--- src/rtl/alu_arbiter.sv ---
// Two-port arbiter in front of one shared combinational ALU; one operation in flight at a time.
// Tie-break is fixed priority (port 0) by default; define ALU_ARBITER_RR_EN for round-robin.
module alu_arbiter #(
    parameter int DATA_W = 32
) (
    input  logic              clk,
    input  logic              rst,

    input  logic              req0_valid,
    output logic              req0_ready,
    input  logic [DATA_W-1:0] req0_a,
    input  logic [DATA_W-1:0] req0_b,
    input  logic [3:0]        req0_ctrl,
    output logic              rsp0_valid,
    input  logic              rsp0_ready,
    output logic [DATA_W-1:0] rsp0_res,
    output logic              rsp0_zero,

    input  logic              req1_valid,
    output logic              req1_ready,
    input  logic [DATA_W-1:0] req1_a,
    input  logic [DATA_W-1:0] req1_b,
    input  logic [3:0]        req1_ctrl,
    output logic              rsp1_valid,
    input  logic              rsp1_ready,
    output logic [DATA_W-1:0] rsp1_res,
    output logic              rsp1_zero,

    output logic [DATA_W-1:0] alu_a,
    output logic [DATA_W-1:0] alu_b,
    output logic [3:0]        alu_ctrl,
    input  logic [DATA_W-1:0] alu_res,
    input  logic              alu_zero
);

    // state | meaning
    // IDLE  | waiting for a request; grants and latches operands in the same cycle
    // EXEC  | operands on the shared ALU; result captured at end of cycle
    // RESP  | result presented to the granted port until it is consumed
    typedef enum logic [1:0] {
        IDLE = 2'd0,
        EXEC = 2'd1,
        RESP = 2'd2
    } state_t;

    state_t            state_q, state_d;
    logic              grant_q, grant_d;
    logic [DATA_W-1:0] a_q, a_d;
    logic [DATA_W-1:0] b_q, b_d;
    logic [3:0]        ctrl_q, ctrl_d;
    logic [DATA_W-1:0] res_q, res_d;
    logic              zero_q, zero_d;
    logic              sel;

`ifdef ALU_ARBITER_RR_EN
    logic              prio_q, prio_d;

    // prio_q names the port that wins the next tie
    always_comb begin
        if (req0_valid && req1_valid) sel = prio_q;
        else                          sel = !req0_valid;
    end
`else
    always_comb sel = !req0_valid;
`endif

    always_comb begin
        state_d    = state_q;
        grant_d    = grant_q;
        a_d        = a_q;
        b_d        = b_q;
        ctrl_d     = ctrl_q;
        res_d      = res_q;
        zero_d     = zero_q;
        req0_ready = 1'b0;
        req1_ready = 1'b0;
        rsp0_valid = 1'b0;
        rsp1_valid = 1'b0;
`ifdef ALU_ARBITER_RR_EN
        prio_d     = prio_q;
`endif
        case (state_q)
            IDLE: begin
                if ((req0_valid || req1_valid) && !rst) begin
                    req0_ready = !sel;
                    req1_ready = sel;
                    grant_d    = sel;
                    a_d        = sel ? req1_a    : req0_a;
                    b_d        = sel ? req1_b    : req0_b;
                    ctrl_d     = sel ? req1_ctrl : req0_ctrl;
                    state_d    = EXEC;
`ifdef ALU_ARBITER_RR_EN
                    prio_d     = !sel;
`endif
                end
            end
            EXEC: begin
                res_d   = alu_res;
                zero_d  = alu_zero;
                state_d = RESP;
            end
            RESP: begin
                rsp0_valid = !grant_q && !rst;
                rsp1_valid = grant_q && !rst;
                if (grant_q ? rsp1_ready : rsp0_ready) state_d = IDLE;
            end
            default: state_d = IDLE;
        endcase
    end

    always_ff @(posedge clk) begin
        if (rst) begin
            state_q <= IDLE;
            grant_q <= 1'b0;
            a_q     <= '0;
            b_q     <= '0;
            ctrl_q  <= '0;
            res_q   <= '0;
            zero_q  <= 1'b0;
`ifdef ALU_ARBITER_RR_EN
            prio_q  <= 1'b0;
`endif
        end else begin
            state_q <= state_d;
            grant_q <= grant_d;
            a_q     <= a_d;
            b_q     <= b_d;
            ctrl_q  <= ctrl_d;
            res_q   <= res_d;
            zero_q  <= zero_d;
`ifdef ALU_ARBITER_RR_EN
            prio_q  <= prio_d;
`endif
        end
    end

    assign alu_a     = a_q;
    assign alu_b     = b_q;
    assign alu_ctrl  = ctrl_q;
    assign rsp0_res  = res_q;
    assign rsp1_res  = res_q;
    assign rsp0_zero = zero_q;
    assign rsp1_zero = zero_q;

endmodule

--- config.mk ---
export PLATFORM = sky130hd
export DESIGN_NAME = alu_arbiter
export DESIGN_NICKNAME = d
export VERILOG_FILES = /design/src/rtl/alu_arbiter.sv
export SDC_FILE = /design/constraint.sdc
export NUM_CORES = 1
export LEC_CHECK = 0
export ABC_AREA = 1
export CAP_MARGIN = 20
export CORE_ASPECT_RATIO = 0.5
export CORE_MARGIN = 2
export CORE_UTILIZATION = 34
export CTS_CLUSTER_DIAMETER = 40
export DETAILED_ROUTE_END_ITERATION = 8
export GPL_TIMING_DRIVEN = 0
export PLACE_DENSITY = 0.78
export SLEW_MARGIN = 20
export SYNTH_ARGS = -nofsm -noshare
export SYNTH_HDL_FRONTEND = slang
export SYNTH_SLANG_ARGS = --single-unit
--- constraint.sdc ---
create_clock -name clk -period 1 [get_ports clk]
set_input_delay 0.2 -clock clk [delete_from_list [all_inputs] [get_ports clk]]
set_output_delay 0.2 -clock clk [all_outputs]
set_load 0.01 [all_outputs]
==> out/results.env <==
CTS_ROOT_BUFFER='sky130_fd_sc_hd__clkbuf_16'
YS_WARN_COUNT=0
TIMING_MAX_TRANSITION_VIOLATIONS_FINAL=0
DESIGN.DIE.AREA_UM2=15800
DRT_WL_TOTAL_MM=19.5
MIN-DELAY-PATH-CLASS='input pin to register'
YS_TYPES=19
SYN-CELL-AREA_UM2=5010
DR.PASS1.ITERS=4
FAILED_CHECKS='negative setup slack'
CHIPWIDTH_UM=176
DRCVIOLATIONCOUNT=0
CTS_BUFFERS=9
SYN2LAYOUT_AREA_GROWTH_PCT=97.3
COMBINATIONALPOWERSHARE=0.350
ROUTED-VIA-COUNT=6004
ENDPOINT_KIND='output pin'
NUMBER_OF_ANTENNA_VIOLATIONS_AT_THE_FIRST_CHECK_IN_GLOBAL_ROUTING=0
PERIOD_SHARE=1.46
PIN_COUNT=313
YS_SEQ_AREA_FRAC=0.416
DIE_H_UM=89.8
POWER_DENSITY_nW_PER_UM2=1340
PLACED_CELLS_INCL_TAPS=1308
REGISTER_BIT_TOTAL_FROM_SYNTHESIS=104
POWER.SHARE.SEQUENTIAL=0.379
TIMING.FINAL.CRIT_PERIOD_PS=1460
CRITICAL_PATH.STARTPOINT_TYPE='register'
GLOBAL_ROUTE_USAGE_SUM=0.227
FMAX_GHz=0.687
FIN_NETS=1342
LAYOUT_COMMONEST_CELL='sky130_fd_sc_hd__nand2_1'
CLOCK_PIN_SLEW_REPORTED_FOR_THE_WORST_SETUP_AND_HOLD_PATHS_AFTER_CLOCK_TREE_SYNTHESIS_PS=70
CRIT_ARRIVAL_PS=1260
TIMING_HOLD_VIOLATIONS_FINAL=0
POWER_REPORT.INTERNAL_TOTAL_mW=9.41
DETAILEDPLACE.WORSTSLACK_PS=-1130
ANT_NETS=0
POST_LAYOUT_NONFILLER_INSTANCES=1369
CLOCK_SINK_COUNT=104
DESIGN_POWER_TOTAL_mW=13.3
POST-ROUTE-WORST-SETUP-SLACK_PS=-456
PIN_COUNT_OF_THE_BIGGEST_NET_ENTERING_GLOBAL_ROUTING=17
CTS.PATH.MAX_BUFFERS=2
UNREPAIRED_SETUP_ENDPOINTS_AFTER_GLOBAL_ROUTING='yes'
POSTCTSHOLDBUFS=0
PLACE.GP.CONGESTION=0.839
HPWLAFTERDP_MM=13.7
PLACEMENT_ROWS=31
INITIALDRTVIOLATIONCOUNT=293
AREA_AFTER_DPL_UM2=8400
P_LEAK_nW=5.02
SETUP_VIOLATIONS=168
PORTION_OF_TOTAL_POWER_ATTRIBUTED_TO_THE_CLOCK_NETWORK=0.271
WORST_SLEW_PIN_SLEW_PS=501
PORT_BUFFERS=311
P_SW_FRAC=0.291
CLK_LATENCY_PS=340
INITIAL_UTILIZATION=0.347
STATUS='finished with violations'
AVGROUTEDWIREPERCELL_UM=14.3
CRIT_FANOUT=3
DIODES=0
MAX_CAPACITANCE_VIOLATION_COUNT=0
GRT_PASS1_WL_MM=28.8
SYNTH.NET_COUNT=974
SYN_INST=799
FILLCELLCOUNT=1159
SETUP_TOTAL_NEGATIVE_SLACK_PS=-36330
CTS-HTREE-LEVELS=3
POST_ROUTE_CELLS_DRIVE_ABOVE_1_SHARE=0.358
REQUIRED_PS=800
MAX_SLEW_MARGIN=0.666
CRIT_PATH_CATEGORY='register to output pin'
GRT-OVFL-TOTAL=0
VIASPERCELL=4.39
CTS_TREE='done'
FIN_SKEW_PS=8.94
LEADING_CELL_TYPES_IN_THE_LAYOUT_FILL_AND_TAPS_EXCLUDED='sky130_fd_sc_hd__nand2_1 (388), sky130_fd_sc_hd__buf_6 (193), sky130_fd_sc_hd__clkdlybuf4s50_1 (172)'
MAX-VDD-IR-DROP_mV=0.785
FIRST_GLOBAL_VIAS=5693
FINAL_AREA_UM2=9880
COREAREA_UM2=14400
POWER.NET_SWITCHING_mW=3.86
POST_SYNTH.CELL_AREA_AVG_UM2=6.27
==> cell type report <==
class	count	area (µm²)	share of cell area
inverters	74	305	0.0309
clock buffers	11	243	0.0246
clock inverters	4	53.8	0.00545
well taps	198	248	0.0251
repair buffers	362	3810	0.385
flip-flops and latches	104	2240	0.226
multi-input cells	549	2330	0.236
plain buffers	67	658	0.0666
==> sequential cells by signal, summed over array words and instances, names as in the netlist <==
| register | count |
|---|---|
| grant_q | 1 |
| state_q | 2 |
| alu_b | 32 |
| rsp0_res | 32 |
| rsp0_zero | 1 |
| alu_a | 32 |
| alu_ctrl | 4 |
==> routing by layer <==
layer | vias to the layer above | GRT usage | routed length, µm | share of wire
li1 | 3058 | - | - | -
met1 | 2756 | 0.259 | 7820 | 0.40
met2 | 155 | 0.434 | 10500 | 0.54
met3 | 35 | 0.0406 | 755 | 0.039
met4 | 0 | 0.0634 | 440 | 0.023
met5 | - | 0 | 0 | 0
==> cell families after synthesis <==
family | count (synthesis) | synth area share
AND/OR/NAND/NOR | 515 | 0.397
AO/OA/AOI/OAI | 34 | 0.0340
buffers and inverters | 146 | 0.153
flip-flops | 104 | 0.416
==> critical path: stages, from the launching register on <==
cell,delay [ps]
sky130_fd_sc_hd__dfxtp_4,360
sky130_fd_sc_hd__nor2_4,140
sky130_fd_sc_hd__nand3_4,90
sky130_fd_sc_hd__buf_6,130
sky130_fd_sc_hd__nor2_4,90
sky130_fd_sc_hd__buf_6,120
==> power by group through the flow <==
stage          logic (mW)  registers, mW  clock network, mW
2_1_floorplan        1.40           5.11                  0
3_3_place_gp         3.67           4.92                  0
3_5_place_dp         3.73           4.94                  0
4_1_cts              4.22           5.02               3.65
5_1_grt              4.98           5.08               3.82
6_report             4.64           5.03               3.60
==> metrics by stage <==
step           utilization  hold WS [ps]
2_1_floorplan            -           262
3_3_place_gp         0.582           427
3_5_place_dp         0.582           432
4_1_cts              0.652           343
5_1_grt              0.685           351
6_report             0.685           359
==> synth_stat cells <==
master / n / share of area
sky130_fd_sc_hd__nor2_1: 107 / 0.080
sky130_fd_sc_hd__buf_6: 7 / 0.016
sky130_fd_sc_hd__o21ai_1: 1 / 0.0010
sky130_fd_sc_hd__buf_2: 18 / 0.018
sky130_fd_sc_hd__buf_4: 37 / 0.055
sky130_fd_sc_hd__nand3_2: 1 / 0.0020
sky130_fd_sc_hd__buf_1: 1 / 0.00075
sky130_fd_sc_hd__inv_4: 2 / 0.0025
sky130_fd_sc_hd__a21oi_1: 1 / 0.0010
sky130_fd_sc_hd__o21ai_0: 32 / 0.032
sky130_fd_sc_hd__nand3_1: 6 / 0.0060
sky130_fd_sc_hd__dfxtp_1: 104 / 0.42
sky130_fd_sc_hd__nand2_4: 3 / 0.0067
sky130_fd_sc_hd__nand2_1: 393 / 0.29
sky130_fd_sc_hd__nor3_1: 3 / 0.0030
sky130_fd_sc_hd__clkbuf_1: 9 / 0.0067
sky130_fd_sc_hd__nor2_4: 2 / 0.0045
sky130_fd_sc_hd__inv_2: 4 / 0.0030
sky130_fd_sc_hd__inv_1: 68 / 0.051
==> final timing paths <==
check        startpoint      endpoint  slack (ps)  depth (start not counted)
max reg2reg  state_q[1]  rsp0_res[23]        -370                          6
min reg2reg    alu_b[2]      alu_b[2]         440                          2
max          state_q[0]    req1_ready        -460                          5
min                 rst    state_q[1]         360                          2
==> what timing repair did <==
item	4_1_cts	5_1_grt
gates cloned	3	5
setup buffers	20	25
endpoints found under the setup margin	242	228
pin swaps	11	16
gates resized for setup	884	82
No activity file was read; power rests on OpenSTA's default activity.
